File: config.mk
export PLATFORM = sky130hd
export DESIGN_NAME = acc_job_scheduler
export DESIGN_NICKNAME = d
export VERILOG_FILES = /design/src/rtl/acc_job_scheduler.sv
export SDC_FILE = /design/constraint.sdc
export NUM_CORES = 1
export LEC_CHECK = 0
export ABC_AREA = 1
export BUFFER_PORTS_ARGS = -buffer_cell sky130_fd_sc_hd__clkbuf_2
export CORE_MARGIN = 2
export CORE_UTILIZATION = 26
export CTS_BUF_LIST = sky130_fd_sc_hd__clkbuf_16
export DETAILED_ROUTE_END_ITERATION = 8
export PLACE_DENSITY = 0.59
export SYNTH_ARGS = -nofsm -noshare
export SYNTH_HDL_FRONTEND = slang
export SYNTH_SLANG_ARGS = --single-unit
File: constraint.sdc
create_clock -name clk -period 2.16 [get_ports clk]
set_clock_uncertainty 0.05 [all_clocks]
set_input_delay 0.108 -clock clk [delete_from_list [all_inputs] [get_ports clk]]
set_output_delay 0.108 -clock clk [all_outputs]
set_load 0.01 [all_outputs]
File: src/rtl/acc_job_scheduler.sv
// Job sequencer for the RLWE accumulator: accepts one command, waits for its ping-pong bank, counts polys, drains, reports.
// Optional watchdog is compiled in with `define ACC_SCHED_TIMEOUT_EN.
module acc_job_scheduler #(
  parameter int OPCODE_W  = 4,
  parameter int RLWE_ID_W = 8,
  parameter int DIGIT_W   = 5,
  parameter int CNT_W     = 6,
  parameter int TIMEOUT   = 4096,
  parameter logic [OPCODE_W-1:0] RLWESUBS = OPCODE_W'(3)
) (
  input  logic                 clk,
  input  logic                 rst,
  input  logic                 cmd_valid,
  output logic                 cmd_ready,
  input  logic [OPCODE_W-1:0]  cmd_opcode,
  input  logic [RLWE_ID_W-1:0] cmd_rlwe_id,
  input  logic [DIGIT_W-1:0]   cmd_digitG,
  input  logic [1:0]           bank_free,
  output logic                 acc_start,
  output logic [OPCODE_W-1:0]  acc_opcode,
  output logic [RLWE_ID_W-1:0] acc_rlwe_id,
  output logic                 acc_bank,
  input  logic                 acc_poly_done,
  input  logic                 acc_idle,
  output logic                 acc_abort,
  output logic                 job_done,
  output logic [RLWE_ID_W-1:0] job_rlwe_id,
  output logic                 job_bank,
  output logic                 cmd_err,
  output logic                 timeout_err
);

  localparam logic [2:0] IDLE  = 3'd0;
  localparam logic [2:0] CHECK = 3'd1;
  localparam logic [2:0] ISSUE = 3'd2;
  localparam logic [2:0] BUSY  = 3'd3;
  localparam logic [2:0] DRAIN = 3'd4;
  localparam logic [2:0] DONE  = 3'd5;

  logic [2:0]           state;
  logic                 bank_ptr;
  logic [CNT_W-1:0]     poly_cnt;
  logic [CNT_W-1:0]     exp_cnt;
  logic [CNT_W-1:0]     cmd_exp;
  logic [OPCODE_W-1:0]  opcode_q;
  logic [RLWE_ID_W-1:0] id_q;
  logic                 err_q;
  logic                 accept;
  logic                 abort_now;

  // A substitution job produces a single polynomial; others produce two per digit.
  assign cmd_exp   = (cmd_opcode == RLWESUBS) ? CNT_W'(1) : (CNT_W'(cmd_digitG) << 1);
  assign cmd_ready = (state == IDLE);
  assign accept    = cmd_valid && cmd_ready;

`ifdef ACC_SCHED_TIMEOUT_EN
  localparam int WD_W = $clog2(TIMEOUT + 1);
  logic [WD_W-1:0] wd_cnt;
  logic            timeout_q;
  logic            in_watch;

  assign in_watch  = (state == BUSY) || (state == DRAIN);
  assign abort_now = in_watch && !acc_poly_done && (wd_cnt == WD_W'(TIMEOUT - 1));

  // Watchdog restarts whenever the accumulator shows progress.
  always_ff @(posedge clk) begin
    if (rst) begin
      wd_cnt    <= '0;
      timeout_q <= 1'b0;
    end else begin
      if (state == ISSUE || acc_poly_done)
        wd_cnt <= '0;
      else if (in_watch)
        wd_cnt <= wd_cnt + WD_W'(1);
      if (abort_now)
        timeout_q <= 1'b1;
    end
  end

  assign acc_abort   = abort_now;
  assign timeout_err = timeout_q;
`else
  assign abort_now   = 1'b0;
  assign acc_abort   = 1'b0;
  assign timeout_err = 1'b0;
`endif

  always_ff @(posedge clk) begin
    if (rst) begin
      state    <= IDLE;
      bank_ptr <= 1'b0;
      poly_cnt <= '0;
      exp_cnt  <= '0;
      opcode_q <= '0;
      id_q     <= '0;
      err_q    <= 1'b0;
    end else begin
      err_q <= 1'b0;
      case (state)
        IDLE: begin
          if (accept) begin
            opcode_q <= cmd_opcode;
            id_q     <= cmd_rlwe_id;
            exp_cnt  <= cmd_exp;
            if (cmd_exp == '0)
              err_q <= 1'b1;
            else
              state <= CHECK;
          end
        end
        // Banks are strictly alternated, so only the current one is considered.
        CHECK: begin
          if (bank_free[bank_ptr])
            state <= ISSUE;
        end
        ISSUE: begin
          poly_cnt <= '0;
          state    <= BUSY;
        end
        BUSY: begin
          if (abort_now) begin
            state <= IDLE;
          end else if (acc_poly_done) begin
            poly_cnt <= poly_cnt + CNT_W'(1);
            if (poly_cnt == exp_cnt - CNT_W'(1))
              state <= DRAIN;
          end
        end
        DRAIN: begin
          if (abort_now)
            state <= IDLE;
          else if (acc_idle)
            state <= DONE;
        end
        DONE: begin
          bank_ptr <= ~bank_ptr;
          state    <= IDLE;
        end
        default: state <= IDLE;
      endcase
    end
  end

  assign acc_start   = (state == ISSUE);
  assign acc_opcode  = opcode_q;
  assign acc_rlwe_id = id_q;
  assign acc_bank    = bank_ptr;
  assign job_done    = (state == DONE);
  assign job_rlwe_id = id_q;
  assign job_bank    = bank_ptr;
  assign cmd_err     = err_q;

endmodule
==> flow_summary.toml <==
[global_route]
antenna_found_initial = 0
use_met1_pct = 13.5
grt_pass1_wl_um = 5660
grt_pass1_vias = 1300
gr-usage-met2_pct = 17.9
grt_overflow_total = 0
track_usage_pct = 11.2
grt.met3_usage_pct = 4.22
grt_max_degree = 16
grt_busiest_layer = "met2"

[cells_and_area]
layout_common_cells = "67 x nand2_1, 49 x clkbuf_2, 29 x dfxtp_1"
fillers = 630
finalNetCount = 298
final_common_cell = "nand2_1"
multi_input_area_um2 = 774
regArea_um2 = 581
area_growth_pct = 26.5
diodes = 0
layout-drive-gt1-share_pct = 27.6

[power]
clkPwrFrac_pct = 38.8
p_leak_nw = 0.932
power_density_nw_per_um2 = 1000
p_int_mw = 1.34
switching_share_pct = 32.2
p_switching_mw = 0.637
power_frac_comb_pct = 27.5
sequentialPowerShare_pct = 33.7
ir_drop_mv = 0.522

[logic_synthesis]
syn-instance-count = 229
yosysWarnings = 0
ys_types = 31
synth-seq-area-share_pct = 37.3
synth_area_leaders = "dfxtp_1 37%, nand2_1 16%, a21oi_1 7.4%"
yosysTopAreaCell = "dfxtp_1"
yosysTopAreaCellShare_pct = 37.3
syn_area_per_cell_um2 = 6.80
ys_ff_latch = 29
syn_area_um2 = 1560

[sta]
slew_viol_final = 0
final-setup-viol-count = 0
max_slew.worst_pin.slew_ns = 0.502
maxSlewHeadroom_pct = 66.4
rsz0062_at_grt = "false"
whs_ns = 0.00921
fmax_mhz = 574
hold_viol_final = 0
tns_ns = 0
period_minus_slack_ns = 1.74
post-route-period-util_pct = 80.6
setup_ws_ns = 0.418

[routing]
wire_per_inst_um = 10.1
vias = 1509
wl_um = 3500
drt_iter0_drc = 55
drtPass1Iterations = 4
ant_nets = 0
via_per_inst = 4.35
drc = 0

[worst_setup_path]
critPathCaptureType = "register"
path_cells = "inv_2 -> nand2_1 -> nor2_2 -> nand2_1 -> a21oi_2 -> nand2_1 -> a21oi_1"
path_common_cell = "nand2_1"
max_stage_delay_ns = 0.35
startpoint_type = "register"
required_ns = 2.32
cp_slowest_cell = "dfxtp_1"
cp_data_arrival_time_ns = 1.90
crit_type = "register to register"
path_max_fanout = 15

[cts]
cts.root.buffer_cell = "clkbuf_16"
cts_buffers = 5
clockBufferDepth = 2
cts.repair.resized = 0
clock-sinks = 29
cts.htree.levels = 2
cts_tree = "done"
postCtsHoldBufs = 0
postCtsSetupRepairBufs = 0
clk_pin_slew_worst_paths_ns = 0.05
insertion_delay_ns = 0.28

[min_path]
min_path_type = "input pin to register"

[flow_run]
drv_cap = 0

[floorplan]
pin_count = 52
start_util_pct = 26.6
rows = 28
die_h_um = 81.4
core_area_um2 = 5850
die_area_um2 = 6620
fp.dieW_um = 81.4

[placement]
io_buffer_count = 49
dp_slack_ns = 0.379
place_congestion = 0.907
hpwlAfterDp_um = 2730

[run_status]
run_status = "finished, final reports clean"
-- routing by layer --
layer	wire length, um	part of all wire, %	vias to the layer above
met5	0	0	-
met4	59	1.7	0
met3	240	6.9	7
met2	1550	44	45
met1	1650	47	653
li1	-	-	804
-- worst max-delay path: cells and delay by family, from the launching register on --
| kind | cells | cell delay, ns |
|---|---|---|
| flops | 1 | 0.35 |
| compound gates | 2 | 0.47 |
| simple gates | 4 | 0.71 |
| buf+inv | 1 | 0.10 |
-- per-stage QoR --
step	instances	utilization [%]	cell area, um2	power (mW)
after CTS	347	33.7	1970	2.00
after global routing	347	33.7	1970	2.10
after detailed placement	340	30.9	1810	1.22
final	347	33.7	1970	1.98
after floorplan	230	-	1560	1.09
after global placement	340	30.9	1810	1.22
-- final cells by class --
class | instances | area share [%]
Tap cell | 75 | 4.76
Clock buffer | 5 | 6.35
Inverter | 26 | 5.08
Sequential cell | 29 | 29.5
Clock inverter | 2 | 1.78
Timing Repair Buffer | 51 | 13.2
Multi-Input combinational cell | 159 | 39.3
-- registers in the layout (all words and copies together) (netlist names) --
signal	count
acc_bank	1
acc_opcode	4
acc_rlwe_id	8
cmd_err	1
exp_cnt	6
poly_cnt	6
state	3
-- cell families after synthesis --
kind of cell    after synthesis  synth area share (%)
compound gates               36                  13.7
xor+xnor                      3                  1.69
fa+ha+maj                     2                  1.61
buf+inv                      42                  13.2
flops                        29                  37.3
other cells                   1                 0.241
simple gates                116                  32.3
-- path summary, 6_finish.rpt --
check / startpoint / end / slack, ns / cells after the start
setup / recovery: state[0] / exp_cnt[1] / 0.42 / 7
hold / removal: cmd_rlwe_id[1] / acc_rlwe_id[1] / 0.009 / 3
setup reg to reg: state[0] / exp_cnt[1] / 0.42 / 7
hold reg to reg: acc_opcode[3] / acc_opcode[3] / 0.42 / 2
-- cells in the mapped netlist, drive strengths merged --
| master | count |
|---|---|
| a21oi | 25 |
| a211oi | 3 |
| and2 | 1 |
| ha | 2 |
| nand4 | 2 |
| nand2 | 69 |
| inv | 26 |
| clkbuf | 2 |
| nor2 | 25 |
| o21a | 1 |
| conb | 1 |
| xnor2 | 2 |
| nand3 | 13 |
| buf | 14 |
| nor3b | 1 |
| and3 | 1 |
| o21ai | 4 |
| a22oi | 3 |
| nor3 | 4 |
| dfxtp | 29 |
| xor2 | 1 |
-- power by group through the flow --
stage / combinational [mW] / clock, mW / sequential [mW]
floorplan: 0.413 / 0 / 0.675
global route: 0.626 / 0.801 / 0.675
CTS: 0.551 / 0.785 / 0.665
global placement: 0.550 / 0 / 0.675
finish: 0.545 / 0.767 / 0.666
detailed placement: 0.549 / 0 / 0.675
No activity file was read; power rests on OpenSTA's default activity.
